===== config.mk =====
export PLATFORM = sky130hd
export DESIGN_NAME = stepper_seq_driver
export DESIGN_NICKNAME = d
export VERILOG_FILES = /design/src/rtl/stepper_pkg.sv /design/src/rtl/stepper_phase_gen.sv /design/src/rtl/stepper_seq_driver.sv
export SDC_FILE = /design/constraint.sdc
export NUM_CORES = 1
export LEC_CHECK = 0
export ABC_AREA = 1
export CAP_MARGIN = 20
export CORE_MARGIN = 1.5
export CORE_UTILIZATION = 59
export CTS_CLUSTER_DIAMETER = 50
export DETAILED_ROUTE_END_ITERATION = 6
export GPL_TIMING_DRIVEN = 0
export PLACE_DENSITY = 0.92
export SLEW_MARGIN = 20
export SYNTH_ARGS = -nofsm -noshare
export SYNTH_HDL_FRONTEND = slang
export SYNTH_SLANG_ARGS = --single-unit

===== constraint.sdc =====
create_clock -name clk -period 3.35 [get_ports clk]
set_input_delay 0.335 -clock clk [delete_from_list [all_inputs] [get_ports clk]]
set_output_delay 0.335 -clock clk [all_outputs]
set_load 0.02 [all_outputs]

===== src/rtl/stepper_pkg.sv =====
`default_nettype none
// +--------------------------------------------------------------------+
// | stepper_pkg: FSM states, drive modes and coil phase table           |
// | Revision: 1.0                                                       |
// +--------------------------------------------------------------------+
package stepper_pkg;

  typedef enum logic [1:0] {
    ST_IDLE = 2'd0,
    ST_RUN  = 2'd1,
    ST_DONE = 2'd2
  } state_e;

  localparam logic [1:0] MODE_WAVE = 2'd0;
  localparam logic [1:0] MODE_TWO  = 2'd1;
  localparam logic [1:0] MODE_HALF = 2'd2;

  // Entry 0 is the rightmost element; coil order {B',A',B,A}.
  localparam logic [7:0][3:0] PHASE_TABLE = {
    4'b1001, 4'b1000, 4'b1100, 4'b0100,
    4'b0110, 4'b0010, 4'b0011, 4'b0001
  };

endpackage
`default_nettype wire


===== src/rtl/stepper_phase_gen.sv =====
`default_nettype none
// +--------------------------------------------------------------------+
// | stepper_phase_gen: phase index with mode snap, wrap step and lookup |
// | Revision: 1.0                                                       |
// +--------------------------------------------------------------------+
module stepper_phase_gen
  import stepper_pkg::*;
(
  input  logic       clk,
  input  logic       rst,
  input  logic       advance_i,
  input  logic       dir_i,
  input  logic [1:0] mode_i,
  input  logic       snap_i,
  output logic [3:0] phase_o
);

  logic [2:0] idx_q, idx_d;
  logic [2:0] delta;

  always_comb begin
    delta = (mode_i == MODE_HALF) ? 3'd1 : 3'd2;
    idx_d = idx_q;
    if (snap_i) begin
      // Full-step modes live on odd (two-phase) or even (wave) entries only.
      case (mode_i)
        MODE_WAVE: idx_d = {idx_q[2:1], 1'b0};
        MODE_HALF: idx_d = idx_q;
        default:   idx_d = {idx_q[2:1], 1'b1};
      endcase
    end else if (advance_i) begin
      idx_d = dir_i ? (idx_q + delta) : (idx_q - delta);
    end
  end

  always_ff @(posedge clk or posedge rst) begin
    if (rst) idx_q <= 3'd1;
    else     idx_q <= idx_d;
  end

  assign phase_o = PHASE_TABLE[idx_q];

endmodule
`default_nettype wire


===== src/rtl/stepper_seq_driver.sv =====
`default_nettype none
// +--------------------------------------------------------------------+
// | stepper_seq_driver: start/abort sequencer with period/step/stroke   |
// | counters driving stepper_phase_gen. Revision: 1.0                   |
// +--------------------------------------------------------------------+
module stepper_seq_driver
  import stepper_pkg::*;
#(
  parameter int PERIOD_W = 32,
  parameter int COUNT_W  = 12,
  parameter int STROKE_W = 4,
  parameter int HOLD_EN  = 0
) (
  input  logic                clk,
  input  logic                rst,
  input  logic                start_i,
  input  logic                abort_i,
  input  logic [1:0]          mode_i,
  input  logic                dir_i,
  input  logic [PERIOD_W-1:0] period_i,
  input  logic [COUNT_W-1:0]  steps_i,
  input  logic [STROKE_W-1:0] strokes_i,
  output logic                busy_o,
  output logic                step_o,
  output logic                done_o,
  output logic                aborted_o,
  output logic [3:0]          phase_o
);

  state_e              state_q, state_d;
  logic [1:0]          mode_q, mode_d;
  logic                dir_q, dir_d;
  logic [PERIOD_W-1:0] period_q, period_d, per_cnt_q, per_cnt_d;
  logic [COUNT_W-1:0]  steps_q, steps_d, step_cnt_q, step_cnt_d;
  logic [STROKE_W-1:0] strokes_q, strokes_d, stroke_cnt_q, stroke_cnt_d;
  logic                step_q, step_d, aborted_q, aborted_d, ran_q, ran_d;
  logic                advance, snap;
  logic [1:0]          gen_mode;
  logic [3:0]          table_phase;

  always_comb begin
    state_d      = state_q;
    mode_d       = mode_q;
    dir_d        = dir_q;
    period_d     = period_q;
    per_cnt_d    = per_cnt_q;
    steps_d      = steps_q;
    step_cnt_d   = step_cnt_q;
    strokes_d    = strokes_q;
    stroke_cnt_d = stroke_cnt_q;
    ran_d        = ran_q;
    step_d       = 1'b0;
    aborted_d    = 1'b0;
    advance      = 1'b0;
    snap         = 1'b0;
    gen_mode     = mode_q;
    case (state_q)
      ST_IDLE: begin
        gen_mode = mode_i;
        if (start_i) begin
          snap         = 1'b1;
          ran_d        = 1'b1;
          mode_d       = mode_i;
          dir_d        = dir_i;
          period_d     = (period_i == '0) ? PERIOD_W'(1) : period_i;
          steps_d      = steps_i;
          strokes_d    = strokes_i;
          per_cnt_d    = '0;
          step_cnt_d   = '0;
          stroke_cnt_d = '0;
          state_d      = (steps_i == '0 || strokes_i == '0) ? ST_DONE : ST_RUN;
        end
      end
      ST_RUN: begin
        // Abort wins over a step due on the same edge.
        if (abort_i) begin
          state_d   = ST_DONE;
          aborted_d = 1'b1;
        end else if (stroke_cnt_q == strokes_q) begin
          state_d = ST_DONE;
        end else if (per_cnt_q == period_q - PERIOD_W'(1)) begin
          per_cnt_d = '0;
          advance   = 1'b1;
          step_d    = 1'b1;
          if (step_cnt_q == steps_q - COUNT_W'(1)) begin
            step_cnt_d   = '0;
            stroke_cnt_d = stroke_cnt_q + STROKE_W'(1);
            dir_d        = ~dir_q;
          end else begin
            step_cnt_d = step_cnt_q + COUNT_W'(1);
          end
        end else begin
          per_cnt_d = per_cnt_q + PERIOD_W'(1);
        end
      end
      ST_DONE: state_d = ST_IDLE;
      default: state_d = ST_IDLE;
    endcase
  end

  always_ff @(posedge clk or posedge rst) begin
    if (rst) begin
      state_q      <= ST_IDLE;
      mode_q       <= MODE_WAVE;
      dir_q        <= 1'b0;
      period_q     <= '0;
      per_cnt_q    <= '0;
      steps_q      <= '0;
      step_cnt_q   <= '0;
      strokes_q    <= '0;
      stroke_cnt_q <= '0;
      ran_q        <= 1'b0;
      step_q       <= 1'b0;
      aborted_q    <= 1'b0;
    end else begin
      state_q      <= state_d;
      mode_q       <= mode_d;
      dir_q        <= dir_d;
      period_q     <= period_d;
      per_cnt_q    <= per_cnt_d;
      steps_q      <= steps_d;
      step_cnt_q   <= step_cnt_d;
      strokes_q    <= strokes_d;
      stroke_cnt_q <= stroke_cnt_d;
      ran_q        <= ran_d;
      step_q       <= step_d;
      aborted_q    <= aborted_d;
    end
  end

  stepper_phase_gen u_phase_gen (
    .clk       (clk),
    .rst       (rst),
    .advance_i (advance),
    .dir_i     (dir_q),
    .mode_i    (gen_mode),
    .snap_i    (snap),
    .phase_o   (table_phase)
  );

  assign busy_o    = (state_q == ST_RUN);
  assign done_o    = (state_q == ST_DONE);
  assign step_o    = step_q;
  assign aborted_o = aborted_q;
  assign phase_o   = (state_q == ST_RUN || (HOLD_EN != 0 && ran_q)) ? table_phase : 4'b0000;

endmodule
`default_nettype wire

==> Word-level counts from Yosys, hierarchy flattened <==
Memories as Yosys holds them, arrays and structs flattened.
Index checks and enable logic that the tools add are counted.
{ "totals": {"register_bits": 106, "rom_bits": 32, "input_bits": 55, "output_inout_bits": 8, "word_cells": 97, "mem_count": 1} }
{ "memory_table": {"columns": ["name", "words", "word_bits", "read_ports", "rd_ports_with_merged_regs", "write_ports", "line", "text"], "rows": [
  ["(name not given)", 8, 4, 1, 0, 0, "stepper_phase_gen.sv:41", "assign phase_o = PHASE_TABLE[idx_q];"]
]} }
{ "op_classes": {"n_addsub": 7, "order_cmp": 1, "n_eq_ne": 13, "n_mux": 45, "n_bitwise": 2, "n_reduce_logical": 15} }
{ "op_table": {"columns": ["op", "n"], "rows": [
  ["two-way mux 32 bit", 5],
  ["one-hot mux 32 bit (2 select lines)", 1],
  ["two-way mux 12 bit", 5],
  ["adder 32 x 1 -> 32 bit, second input constant", 1],
  ["equality test 32 bit", 1],
  ["zero test 32 bit", 1],
  ["subtractor 32 x 1 -> 32 bit, second input constant", 1],
  ["two-way mux 4 bit", 7],
  ["one-hot mux 12 bit (2 select lines)", 1],
  ["two-way mux 1 bit", 13],
  ["adder 12 x 1 -> 12 bit, second input constant", 1],
  ["equality test 12 bit", 1],
  ["zero test 12 bit", 1],
  ["two-way mux 2 bit", 6],
  ["subtractor 12 x 1 -> 12 bit, second input constant", 1],
  ["two-way mux 3 bit", 3],
  ["!= test 2 bit, second input constant", 4],
  ["one-hot mux 4 bit (2 select lines)", 1],
  ["AND reduction 2 bit", 4],
  ["AND reduction 6 bit", 1],
  ["AND reduction 5 bit", 1],
  ["adder 4 x 1 -> 4 bit, second input constant", 1],
  ["equality test 2 bit, second input constant", 2],
  ["equality test 4 bit", 1],
  ["other kinds (14)", 19]
]} }

==> Longest topological paths before layout <==
{ "depth": {"ltp_word": 8, "depth_mapped": 18, "mapped_depth_nobuf": 17} }

==> Modules after synthesis <==
From an unflattened synthesis, not the netlist that was laid out.
{ "unflattened": {"cells_unflattened": 1015, "hier_area_um2": 7297.0} }
{ "modules_own_cells": {"columns": ["mod", "n_inst", "cells_per_inst", "area_per_inst_um2", "seq_area_each_um2"], "rows": [
  ["stepper_seq_driver", 1, 973, 7034.2, 2577.5],
  ["stepper_phase_gen", 1, 42, 262.8, 76.3]
]} }

==> Worst setup path after synthesis <==
OpenSTA, ideal clock, no wires.
{ "synth_timing": {"path_type": "flip-flop to flip-flop", "startpoint": "register state_q[0]", "endpoint": "register u_phase_gen.idx_q[2]", "setup_time_ps": 85, "t_arrival_ps": 2325, "required_time_ps": 3265, "setup_slack_ps": 940, "stages_incl_launch_ff": 13, "path_buffers": 0, "synth_period_minus_slack_ps": 2410, "cell_sequence": "dfrtp_1 nor2_1 inv_2 or2_2 o21ai_0 inv_1 nor2_1 ha_1 inv_1 fa_1 xor2_1 or2_2 o21ai_0"} }
{ "synth_via": {"elab_chain_len": 8, "word_cells_on_any_way": 14, "cone_classes": "add/sub (2); eq/ne (2); mux (7); bitwise (1); reduce/logical (2)"} }
{ "synth_lines": {"columns": ["item", "line", "text"], "rows": [
  ["from (decl)", "stepper_seq_driver.sv:30", "state_e state_q, state_d;"],
  ["from (signal assigned)", "stepper_seq_driver.sv:116", "state_q <= state_d;"],
  ["zero test 2 bit", "stepper_seq_driver.sv:57", "case (state_q)"],
  ["two-way mux 2 bit", "stepper_seq_driver.sv:57", null],
  ["equality test 2 bit", "stepper_phase_gen.sv:22", "delta = (mode_i == MODE_HALF) ? 3'd1 : 3'd2;"],
  ["two-way mux 2 bit", "stepper_phase_gen.sv:22", null],
  ["subtractor 3 bit or adder 3 bit (tied branches)", "stepper_phase_gen.sv:32", "idx_d = dir_i ? (idx_q + delta) : (idx_q - delta);"],
  ["two-way mux 3 bit", "stepper_phase_gen.sv:32", null],
  ["two-way mux 3 bit", "stepper_phase_gen.sv:31", "end else if (advance_i) begin"],
  ["two-way mux 3 bit", "stepper_phase_gen.sv:24", "if (snap_i) begin"],
  ["to (signal assigned)", "stepper_phase_gen.sv:38", "else idx_q <= idx_d;"],
  ["to (decl)", "stepper_phase_gen.sv:18", "logic [2:0] idx_q, idx_d;"]
]} }
Parallel ways exist; a longest one is shown, timed or not. The select of a mux whose other input is x is not followed.
A chain may end at the register's enable or synchronous reset.

==> Worst setup path after layout <==
{ "layout_timing": {"startpoint": "register state_q[1]", "endpoint": "output port phase_o[2]"} }
{ "layout_via": {"elab_chain_len": 2} }
{ "layout_lines": {"columns": ["item", "line", "text"], "rows": [
  ["equality test 2 x 1 -> 1 bit", "stepper_seq_driver.sv:145", "assign phase_o = (state_q == ST_RUN || (HOLD_EN != 0 && ran_q)) ? table_phase : 4'b0000;"],
  ["two-way mux 4 bit", "stepper_seq_driver.sv:145", null],
  ["to (decl)", "stepper_seq_driver.sv:27", "output logic [3:0] phase_o"]
]} }
No other way between the ends.

==> results by group <==
GRT
  – First-pass GRT wire length: 31430 um
  – GRT Overall Usage: 31.11%
  – Initial antenna violation count: 0
  – Vias in the first global route: 6612
  – Largest net degree at the start of global routing: 64
  – Congestion Overflow GR: 0

Routing
  – Vias after detailed routing: 6951
  – DRC Markers: 0
  – Detailed-route wire length: 19130 um
  – DR iter-0 viols: 529
  – Drt first pass iters: 6
  – Vias per std cell: 5.601
  – WL per Instance: 15.41 um
  – ANT nets after route: 0

Cells and area
  – Combined area of the multi-input logic cells: 4078 um^2
  – NumNets Final: 1151
  – Register area: 2654 um^2
  – Area Growth Syn to Fin: 15.53%
  – Fillers: 954
  – Final Cell Area: between 8000 and 9000 um^2
  – Share of cells above drive strength 1: 6.490%
  – Antenna Cells: 0

Setup path
  – WP data required: 3010 ps
  – Reg-to-reg slack, setup: 560 ps
  – Worst Path Arrival: 2870 ps
  – Reg2reg start: period_q[0]
  – Worst setup EP type: output port
  – CP startpoint kind: flop
  – Reg2reg end: per_cnt_q[1]
  – Worst R2R Path Depth: 14
  – CP max FO: 10
  – Critical setup path kind: flop to output port

Placement
  – DP Area: between 8000 and 9000 um^2
  – # port buffers: a little over 60
  – GPL Wtd Cong: between 0.9 and 1
  – Dpl hpwl: roughly 15000 um

Clock network
  – Setup bufs post-CTS: 0
  – Worst-path clk slew: 70 ps
  – H-tree level count: 3
  – # resized after CTS: 0
  – Clk buf depth: 2
  – Cell at the root of the clock tree: clkbuf_16
  – Worst skew pair latency: between 300 and 400 ps
  – CTS tree: yes
  – CTS hold repair buffers: 0
  – CTS sink count: 106
  – TritonCTS buffer count: 9

STA
  – Worst slew margin: between 50% and 60%
  – Worst slew pin tran: roughly 740 ps
  – Unrepaired setup endpoints after global routing: no
  – Max-slew violations: 0
  – Clock Skew: 8.584 ps
  – Min Tclk post-route: 3209 ps
  – Fin. Hold Viols: 0
  – Setup total negative slack: 0 ps
  – Period Utilization, post-route: 95.79%
  – Final setup fails: 0
  – Maximum clock rate: 0.3116 GHz

Synthesis
  – Cells after Synth: 1015
  – Cell taking the most area after synthesis: dfrtp_1
  – Fraction of registers with async set/reset: 100.0%
  – Synthesized area per cell: 7.098 um^2
  – Synth Cell Area: 7204 um^2
  – Top cells by count, synth: nand2_1 (328), nor2_1 (124), dfrtp_1 (105), inv_1 (87), xor2_1 (54)
  – EDFF count, synth: 0
  – Most common cell in the netlist: nand2_1
  – Ranking of synthesized cells by area: dfrtp_1 (36%), nand2_1 (17%), xor2_1 (6.6%)
  – Sequential fraction of the synthesis area: 36.84%
  – Seq cells post-synth: 106
  – Synthesized Nets: between 1000 and 1500
  – Ys flop type: dfrtp_1
  – Yosys top cell area share: 36.47%
  – Synth warn: 0
  – Distinct cells, synth: 38

Outcome
  – Status: finished clean

Job
  – MaxCap Viol Count: 0

Die
  – Die H: 113.5 um
  – Initial Utilization: 60.23%
  – DIE WIDTH: 113.5 um
  – Core region area: around 12000 um^2
  – Boundary Pins: between 60 and 70
  – Die area: 12880 um^2
  – Row count: 40

Power
  – VDD IR max: between 0.4 and 0.5 mV
  – PD cells: ~730 nW/um^2
  – Leakage power: just under 4 nW

Worst hold path
  – Worst hold path type: input port to asynchronous set/reset pin
[stage by stage]
| stage | hold slack, ps | cells | util (%) | power, W | worst slack [ps] |
|---|---|---|---|---|---|
| 2_1_floorplan | 422.0 | 1015 | - | 0.004187 | 227.8 |
| 4_1_cts | 379.8 | 1241 | 69.58 | 0.006068 | 151.8 |
| 6_report | 356.2 | 1241 | 69.58 | 0.006088 | 141.1 |
| 5_1_grt | 409.1 | 1241 | 69.58 | 0.006557 | 16.62 |
| 3_5_place_dp | 448.2 | 1225 | 67.23 | 0.005039 | 559.3 |
| 3_3_place_gp | 436.8 | 1224 | 66.96 | 0.004923 | -1346 |
[per-layer routing]
layer,track usage [%],part of all wire [%],vias up
met5,0,0,-
met4,11.00,2.4,0
met3,5.845,7.1,38
met2,53.33,50,256
met1,39.51,41,3266
li1,-,-,3391
[where the power goes]
part           internal [W]  switching [W]
logic               0.00107        0.00197
clock network      0.000529       0.000491
registers           0.00162       0.000406
total               0.00322        0.00286
[kinds of logic (layout without fill, tap and decap cells)]
group | count (synthesis) | count (layout) | share of synthesized area [%]
xor+xnor | 95 | 95 | 11.74
simple gates | 601 | 601 | 36.71
flops | 106 | 106 | 36.84
buf+inv | 120 | 199 | 6.565
compound gates | 86 | 86 | 6.825
fa+ha+maj | 7 | 7 | 1.320
[how the worst max path moves through the flow]
| stage | start | to | slack (ps) |
|---|---|---|---|
| after CTS | state_q[1] | phase_o[2] | 150 |
| after global placement | rst | period_q[18] | -1350 |
| final | state_q[1] | phase_o[2] | 140 |
| after detailed placement | state_q[1] | phase_o[2] | 560 |
| after global routing | state_q[1] | phase_o[2] | 20 |
| after floorplan | rst | aborted_o | 230 |
[cells in the final DEF, fill, tap and decap left out, types with 2 or more instances in the layout]
| cell type | count |
|---|---|
| nand2_1 | 328 |
| nor2_1 | 124 |
| dfrtp_1 | 105 |
| inv_1 | 86 |
| clkdlybuf4s50_1 | 62 |
| xor2_1 | 54 |
| nand3_1 | 41 |
| xnor2_1 | 40 |
| nand4_1 | 33 |
| a21oi_1 | 31 |
| o21ai_0 | 29 |
| clkbuf_1 | 21 |
| nor4_1 | 19 |
| nand3b_1 | 14 |
| o21ai_2 | 12 |
| nor2_2 | 10 |
| clkbuf_16 | 9 |
| nor3_1 | 8 |
| or2_2 | 7 |
| ha_1 | 6 |
| nor2_4 | 5 |
| inv_2 | 4 |
| o21ai_1 | 4 |
| o22ai_1 | 4 |
| a31oi_1 | 3 |
| and2_1 | 3 |
| buf_2 | 3 |
| nand2_2 | 3 |
| nand3_2 | 3 |
| clkinvlp_4 | 3 |
| buf_1 | 2 |
| nand2_4 | 2 |
| o21bai_1 | 2 |
| buf_6 | 2 |
[state kept, by name, summed over array words and instances (netlist names)]
| signal | cells |
|---|---|
| mode_q | 2 |
| steps_q | 12 |
| u_phase_gen.idx_q | 3 |
| dir_q | 1 |
| stroke_cnt_q | 4 |
| per_cnt_q | 32 |
| step_cnt_q | 12 |
| step_o | 1 |
| period_q | 32 |
| aborted_o | 1 |
| strokes_q | 4 |
| state_q | 2 |
[layout make-up]
type,instances,area share [%]
plain buffers,28,1.533
multi-input cells,789,48.99
clock inverters,5,0.4660
clock buffers,11,2.916
well taps,147,2.210
repair buffers,63,7.787
flip-flops and latches,106,31.89
inverters,92,4.209
[critical path: stages (launching register included)]
cell and delay [ps]:
dfrtp_1 370, inv_1 60, nand2_1 70, clkbuf_1 400, clkinv_1 430, clkbuf_1 360, nand2_1 190, o22ai_1 90
clkdlybuf4s50_1 540
Power figures use the tool's default switching activity.
